--- config.mk ---
export PLATFORM = sky130hd
export DESIGN_NAME = seq_run_ctrl
export DESIGN_NICKNAME = d
export VERILOG_FILES = /design/src/rtl/seq_run_ctrl.sv
export SDC_FILE = /design/constraint.sdc
export NUM_CORES = 2
export LEC_CHECK = 0
export BUFFER_PORTS_ARGS = -buffer_cell sky130_fd_sc_hd__clkbuf_2
export CAP_MARGIN = 20
export CORE_ASPECT_RATIO = 0.7
export CORE_MARGIN = 2
export CORE_UTILIZATION = 54
export CTS_BUF_LIST = sky130_fd_sc_hd__clkbuf_2
export CTS_CLUSTER_SIZE = 28
export DETAILED_ROUTE_END_ITERATION = 6
export GPL_TIMING_DRIVEN = 0
export HOLD_SLACK_MARGIN = 0.08
export PLACE_DENSITY = 0.74
export SYNTH_ARGS = -nofsm -noshare
export SYNTH_HDL_FRONTEND = slang
export SYNTH_SLANG_ARGS = --single-unit
--- constraint.sdc ---
create_clock -name CLK -period 2.6 [get_ports CLK]
set_clock_uncertainty 0.15 [all_clocks]
set_input_delay 0.39 -clock CLK [delete_from_list [all_inputs] [get_ports CLK]]
set_output_delay 0.39 -clock CLK [all_outputs]
set_load 0.1 [all_outputs]
--- src/rtl/seq_run_ctrl.sv ---
// seq_run_ctrl: run/step controller and trace buffer for the SEQ core.
// Gates the core through a registered clock enable under command control and
// records {pc, alu} of every enabled cycle in a first-word-fall-through FIFO.
//
// Command handshake: cmd_valid is a single-cycle strobe with an implicit
// ready that is always 1. Every cycle with cmd_valid=1 is an accepted command.
// The state in which it arrives decides whether it acts or is ignored.
// The trace read side follows the same rule: trace_rd_en is a pop request
// that is honoured only while trace_empty=0.
module seq_run_ctrl #(
    parameter int PC_W   = 32,
    parameter int DATA_W = 32,
    parameter int DEPTH  = 16,
    parameter int CNT_W  = 16
) (
    input  logic                     CLK,
    input  logic                     RESET,
    input  logic                     cmd_valid,
    input  logic [1:0]               cmd_op,
    input  logic [CNT_W-1:0]         cmd_count,
    input  logic                     core_halt,
    input  logic [PC_W-1:0]          pc_in,
    input  logic [DATA_W-1:0]        alu_in,
    output logic                     core_en,
    output logic [1:0]               state_out,
    input  logic                     trace_rd_en,
    output logic [PC_W+DATA_W-1:0]   trace_rd_data,
    output logic                     trace_empty,
    output logic                     trace_full,
    output logic                     trace_ovf,
    output logic [CNT_W-1:0]         cycles_out
);

    localparam int AW = $clog2(DEPTH);
    localparam int TW = PC_W + DATA_W;

    localparam logic [1:0] OP_STOP     = 2'd0;
    localparam logic [1:0] OP_STEP     = 2'd1;
    localparam logic [1:0] OP_RUN_N    = 2'd2;
    localparam logic [1:0] OP_RUN_FREE = 2'd3;

    typedef enum logic [1:0] {
        ST_IDLE   = 2'd0,
        ST_RUN    = 2'd1,
        ST_HALTED = 2'd2
    } state_t;

    state_t           state_q, state_d;
    logic             free_q, free_d;
    logic [CNT_W-1:0] remaining_q, remaining_d;

    logic [TW-1:0]    mem [DEPTH];
    logic [AW:0]      wr_ptr, rd_ptr;
    logic             wr_req, rd_fire, wr_fire;

    assign state_out = state_q;

    // Next-state logic: halt beats STOP, and STOP beats count expiry.
    always_comb begin
        state_d     = state_q;
        free_d      = free_q;
        remaining_d = remaining_q;
        case (state_q)
            ST_IDLE: begin
                if (cmd_valid) begin
                    case (cmd_op)
                        OP_STEP: begin
                            state_d     = ST_RUN;
                            remaining_d = CNT_W'(1);
                            free_d      = 1'b0;
                        end
                        OP_RUN_N: begin
                            if (cmd_count != '0) begin
                                state_d     = ST_RUN;
                                remaining_d = cmd_count;
                                free_d      = 1'b0;
                            end
                        end
                        OP_RUN_FREE: begin
                            state_d = ST_RUN;
                            free_d  = 1'b1;
                        end
                        default: ;
                    endcase
                end
            end
            ST_RUN: begin
                if (core_halt) begin
                    state_d = ST_HALTED;
                end else if (cmd_valid && cmd_op == OP_STOP) begin
                    state_d     = ST_IDLE;
                    free_d      = 1'b0;
                    remaining_d = '0;
                end else if (!free_q) begin
                    remaining_d = remaining_q - CNT_W'(1);
                    if (remaining_q == CNT_W'(1)) begin
                        state_d = ST_IDLE;
                    end
                end
            end
            ST_HALTED: begin
                if (cmd_valid && cmd_op == OP_STOP) begin
                    state_d     = ST_IDLE;
                    free_d      = 1'b0;
                    remaining_d = '0;
                end
            end
            default: state_d = ST_IDLE;
        endcase
    end

    // Control registers; core_en is the registered image of the next state.
    always_ff @(posedge CLK or negedge RESET) begin
        if (!RESET) begin
            state_q     <= ST_IDLE;
            free_q      <= 1'b0;
            remaining_q <= '0;
            core_en     <= 1'b0;
        end else begin
            state_q     <= state_d;
            free_q      <= free_d;
            remaining_q <= remaining_d;
            core_en     <= (state_d == ST_RUN);
        end
    end

    // Enabled-cycle counter, holds at all-ones.
    always_ff @(posedge CLK or negedge RESET) begin
        if (!RESET) begin
            cycles_out <= '0;
        end else if (core_en && cycles_out != '1) begin
            cycles_out <= cycles_out + CNT_W'(1);
        end
    end

    // A full FIFO still accepts a write when the head leaves in the same cycle.
    assign wr_req      = core_en;
    assign trace_empty = (wr_ptr == rd_ptr);
    assign trace_full  = (wr_ptr[AW] != rd_ptr[AW]) && (wr_ptr[AW-1:0] == rd_ptr[AW-1:0]);
    assign rd_fire     = trace_rd_en && !trace_empty;
    assign wr_fire     = wr_req && (!trace_full || rd_fire);

    assign trace_rd_data = mem[rd_ptr[AW-1:0]];

    // Trace FIFO pointers and sticky overflow flag.
    always_ff @(posedge CLK or negedge RESET) begin
        if (!RESET) begin
            wr_ptr    <= '0;
            rd_ptr    <= '0;
            trace_ovf <= 1'b0;
        end else begin
            if (wr_fire) wr_ptr <= wr_ptr + (AW+1)'(1);
            if (rd_fire) rd_ptr <= rd_ptr + (AW+1)'(1);
            if (wr_req && !wr_fire) trace_ovf <= 1'b1;
        end
    end

    // Trace storage; cleared on reset so the head reads zero when empty.
    always_ff @(posedge CLK or negedge RESET) begin
        if (!RESET) begin
            for (int i = 0; i < DEPTH; i++) mem[i] <= '0;
        end else if (wr_fire) begin
            mem[wr_ptr[AW-1:0]] <= {pc_in, alu_in};
        end
    end

endmodule

==> impl_results.md <==
- Initial DRC count: 3219
- WL per Instance: 30.1 um
- Post-synthesis sequential area ratio: 54.1%
- Detailed Route WL: 157000 um
- Internal power: 50.9 mW
- Total CTS buffers: 275
- Syn Nets: 3031
- Worst slew pin tran: 1.10 ns
- GRT overflow: 0
- Yosys reg bits: 1071
- Post-synth EDFFs: 0
- Worst-skew pair later-pin latency: 1.62 ns
- Port bufs: 172
- # setup viols final: 1130
- Slack of the critical path: -2.02 ns
- Clock network fraction of design power: 12.9%
- FF-to-FF Start: rd_ptr[0]
- Hold Vio Cnt, Final: 323
- Row count: 92
- R2r endpoint: mem[828]
- Synth async-reset ratio: 100%
- Pre-antenna DRT Iters: 6
- FMAX: 0.216 GHz
- Via Count: 32800
- Minimum clock period: 4.62 ns
- Die ar.: 94300 sq um
- Worst setup SP type: flop
- CTS root buf: clkbuf_2
- Antenna-violating nets left: 0
- Area delta synth->final: 32.6%
- Static leakage: 32.2 nW
- RSZ-0062 raised after global routing: yes
- Setup tns final: -717.45 ns
- Synthesized instance count: 2926
- CP max FO: 7
- Max-cap check violation count: 0
- Gate power share: 54.5%
- Syn avg cell area: 16.9 sq um
- DRC violations left: 0
- Fin cells: 5209
- Leading area contributor after synthesis: dfrtp_1
- Ys Warns: 0
- Largest net degree at the start of global routing: 125
- Setup slack, reg-to-reg: -0.74 ns
- Vias in the first global route: 32900
- WP data required: 2.06 ns
- Worst hold-check path type: in -> async
- # IOs: 173
- Initial Util: 54.8%
- Synth Cell Area: 49600 sq um
- PD cells: 1290 nW/um^2
- Worst IR drop on VDD: 1420 uV
- CP Class: reg -> out
- Die Height: 258 um
- Hold slack: -0.739 ns
- Share of cells above drive strength 1: 59.8%
- Max clock buf depth: 4
- Ys flop type: dfrtp_1
- Flop pwr share: 32.7%
- Synth top area cells: dfrtp_1, mux2_2, mux4_2
- WP data arrival: 4.08 ns
- Fin nets: 3949
- Net switching power: 33.9 mW
- Slew headroom: 26.7%
- Sink Count: 1071
- RD Place Congestion: 0.847
- Final Max Tran Viols: 0
- Util after Layout: 72.7%
- Cts hold-fix bufs: 211
- Sw Ratio: 40.0%
- Placed Cells: 4330
- Worst Setup End Kind: primary output
- Post-Place Setup Slack: -1.12 ns
- Die W: 366 um
- Status: finished, violations left
- Gr usage total: 28.0%
- Yosys top cell area share: 54.1%
- Initial antenna violation count: 6
- Htree depth: 5
- Worst-case reg-to-reg path depth: 12
- Post-synthesis cell type count: 58
- Tcrit/Tclk final: 178%
- Worst-path clk slew: 0.12 ns
- CORE AREA: 90500 sq um
- First-pass GRT wire length: 200000 um
- Failing checks: hold timing, setup timing
- TritonCTS clock tree: built
- Vias per cell: 6.29
- Post-DP HPWL: 82600 um
==> critical path: stages, from the launching register on <==
cell	delay (ns)
dfrtp_2	0.46
buf_12	0.17
clkbuf_16	0.24
buf_16	0.17
mux4_2	0.52
mux4_2	0.62
clkbuf_16	0.25
==> power groups by stage <==
stage | Sequential, mW | Clock [mW] | Combinational [mW]
CTS | 26.9 | 10.8 | 40.3
finish | 27.7 | 10.9 | 46.2
floorplan | 26.3 | 0 | 27.5
global route | 28.3 | 11.9 | 47.6
global placement | 26.7 | 0 | 34.2
detailed placement | 27.3 | 0 | 35.0
==> worst max-delay path by stage <==
| stage | end | start | cells past startpoint |
|---|---|---|---|
| finish | trace_rd_data[0] | rd_ptr[0] | 6 |
| global route | trace_rd_data[0] | rd_ptr[0] | 6 |
| CTS | trace_rd_data[23] | rd_ptr[0] | 6 |
| detailed placement | trace_rd_data[2] | rd_ptr[1] | 6 |
| global placement | state_out[0] | RESET | 1 |
| floorplan | trace_rd_data[23] | rd_ptr[0] | 5 |
==> synthesized netlist by cell type, types with 18 or more instances <==
master       n
buf_4       24
o21ai_0     31
xnor2_1     23
buf_12      18
clkbuf_1   112
dfrtp_1   1071
nand2_1     20
mux2_4     180
mux2_1      53
nor2_1      19
ha_1        18
buf_2       72
mux2_2     795
mux4_2     320
==> per-stage QoR <==
step	cell area, sq um	total power [mW]
after global placement	52300	60.8
after CTS	58900	78.1
final	65800	84.8
after detailed placement	52500	62.3
after global routing	65800	87.7
after floorplan	49900	53.8
==> sequential cells by signal, indices dropped and copies added (netlist names) <==
register     flops
remaining_q     16
free_q           1
rd_ptr           5
trace_ovf        1
mem           1024
core_en          1
state_out        2
wr_ptr           5
cycles_out      16
==> metal layers <==
layer	wire length, um	vias to the layer above	track usage [%]
met5	39	-	0
met4	6210	6	10.6
met3	14900	442	5.97
met2	71300	1827	43.0
met1	64400	17500	39.7
li1	-	13000	-
==> cells by family (layout without fill, tap and decap cells) <==
logic type      Yosys count  after routing  share of synthesized area, %
mux                    1348           1348                          39.2
flops                  1071           1071                          54.1
buf+inv                 265           1313                          3.26
simple gates            119            128                          1.54
compound gates           79             79                         0.987
xor+xnor                 26             26                         0.459
fa+ha+maj                18             18                         0.454
other cells               0              4                             0
==> cells in the final DEF, fill, tap and decap left out, types with 5 or more instances in the layout <==
cell type | netlist | routed
nor4_1 | 6 | 6
clkbuf_2 | 0 | 475
buf_4 | 24 | 77
mux2_2 | 795 | 314
a21oi_1 | 15 | 15
and4_4 | 3 | 6
clkbuf_16 | 0 | 130
clkinv_1 | 0 | 27
o21ai_0 | 31 | 31
nand3_4 | 6 | 14
nor2_1 | 19 | 17
inv_1 | 16 | 16
buf_8 | 3 | 39
buf_16 | 0 | 26
dfrtp_1 | 1071 | 1052
clkbuf_8 | 0 | 15
xnor2_1 | 23 | 22
a22oi_1 | 8 | 8
nand4_1 | 9 | 9
buf_6 | 15 | 50
clkbuf_1 | 112 | 76
nand2_1 | 20 | 20
nand3_1 | 12 | 12
dlygate4sd3_1 | 0 | 204
mux2_4 | 180 | 710
ha_1 | 18 | 18
buf_12 | 18 | 156
inv_2 | 0 | 6
and3_1 | 5 | 5
dfrtp_2 | 0 | 19
nor3_1 | 7 | 7
nor2b_1 | 7 | 7
mux4_2 | 320 | 320
clkbuf_4 | 0 | 10
==> timing repair <==
item	4_1_cts	5_1_grt
buffers inserted	18	150
setup endpoints to repair	1078	1128
hold endpoints to repair	1588	316
gates resized for setup	353	949
gates cloned	5	88
pin swaps	0	2
==> final cells by class <==
cell class	instances	area [sq um]
clock buffers	380	1900
multi-input cells	1599	23400
clock inverters	36	139
plain buffers	238	3050
inverters	16	60.1
well taps	1222	1530
fillers	5206	24700
repair buffers	643	8870
flip-flops and latches	1071	26800
diodes	4	10.0
(Power assumes the default switching activity.)
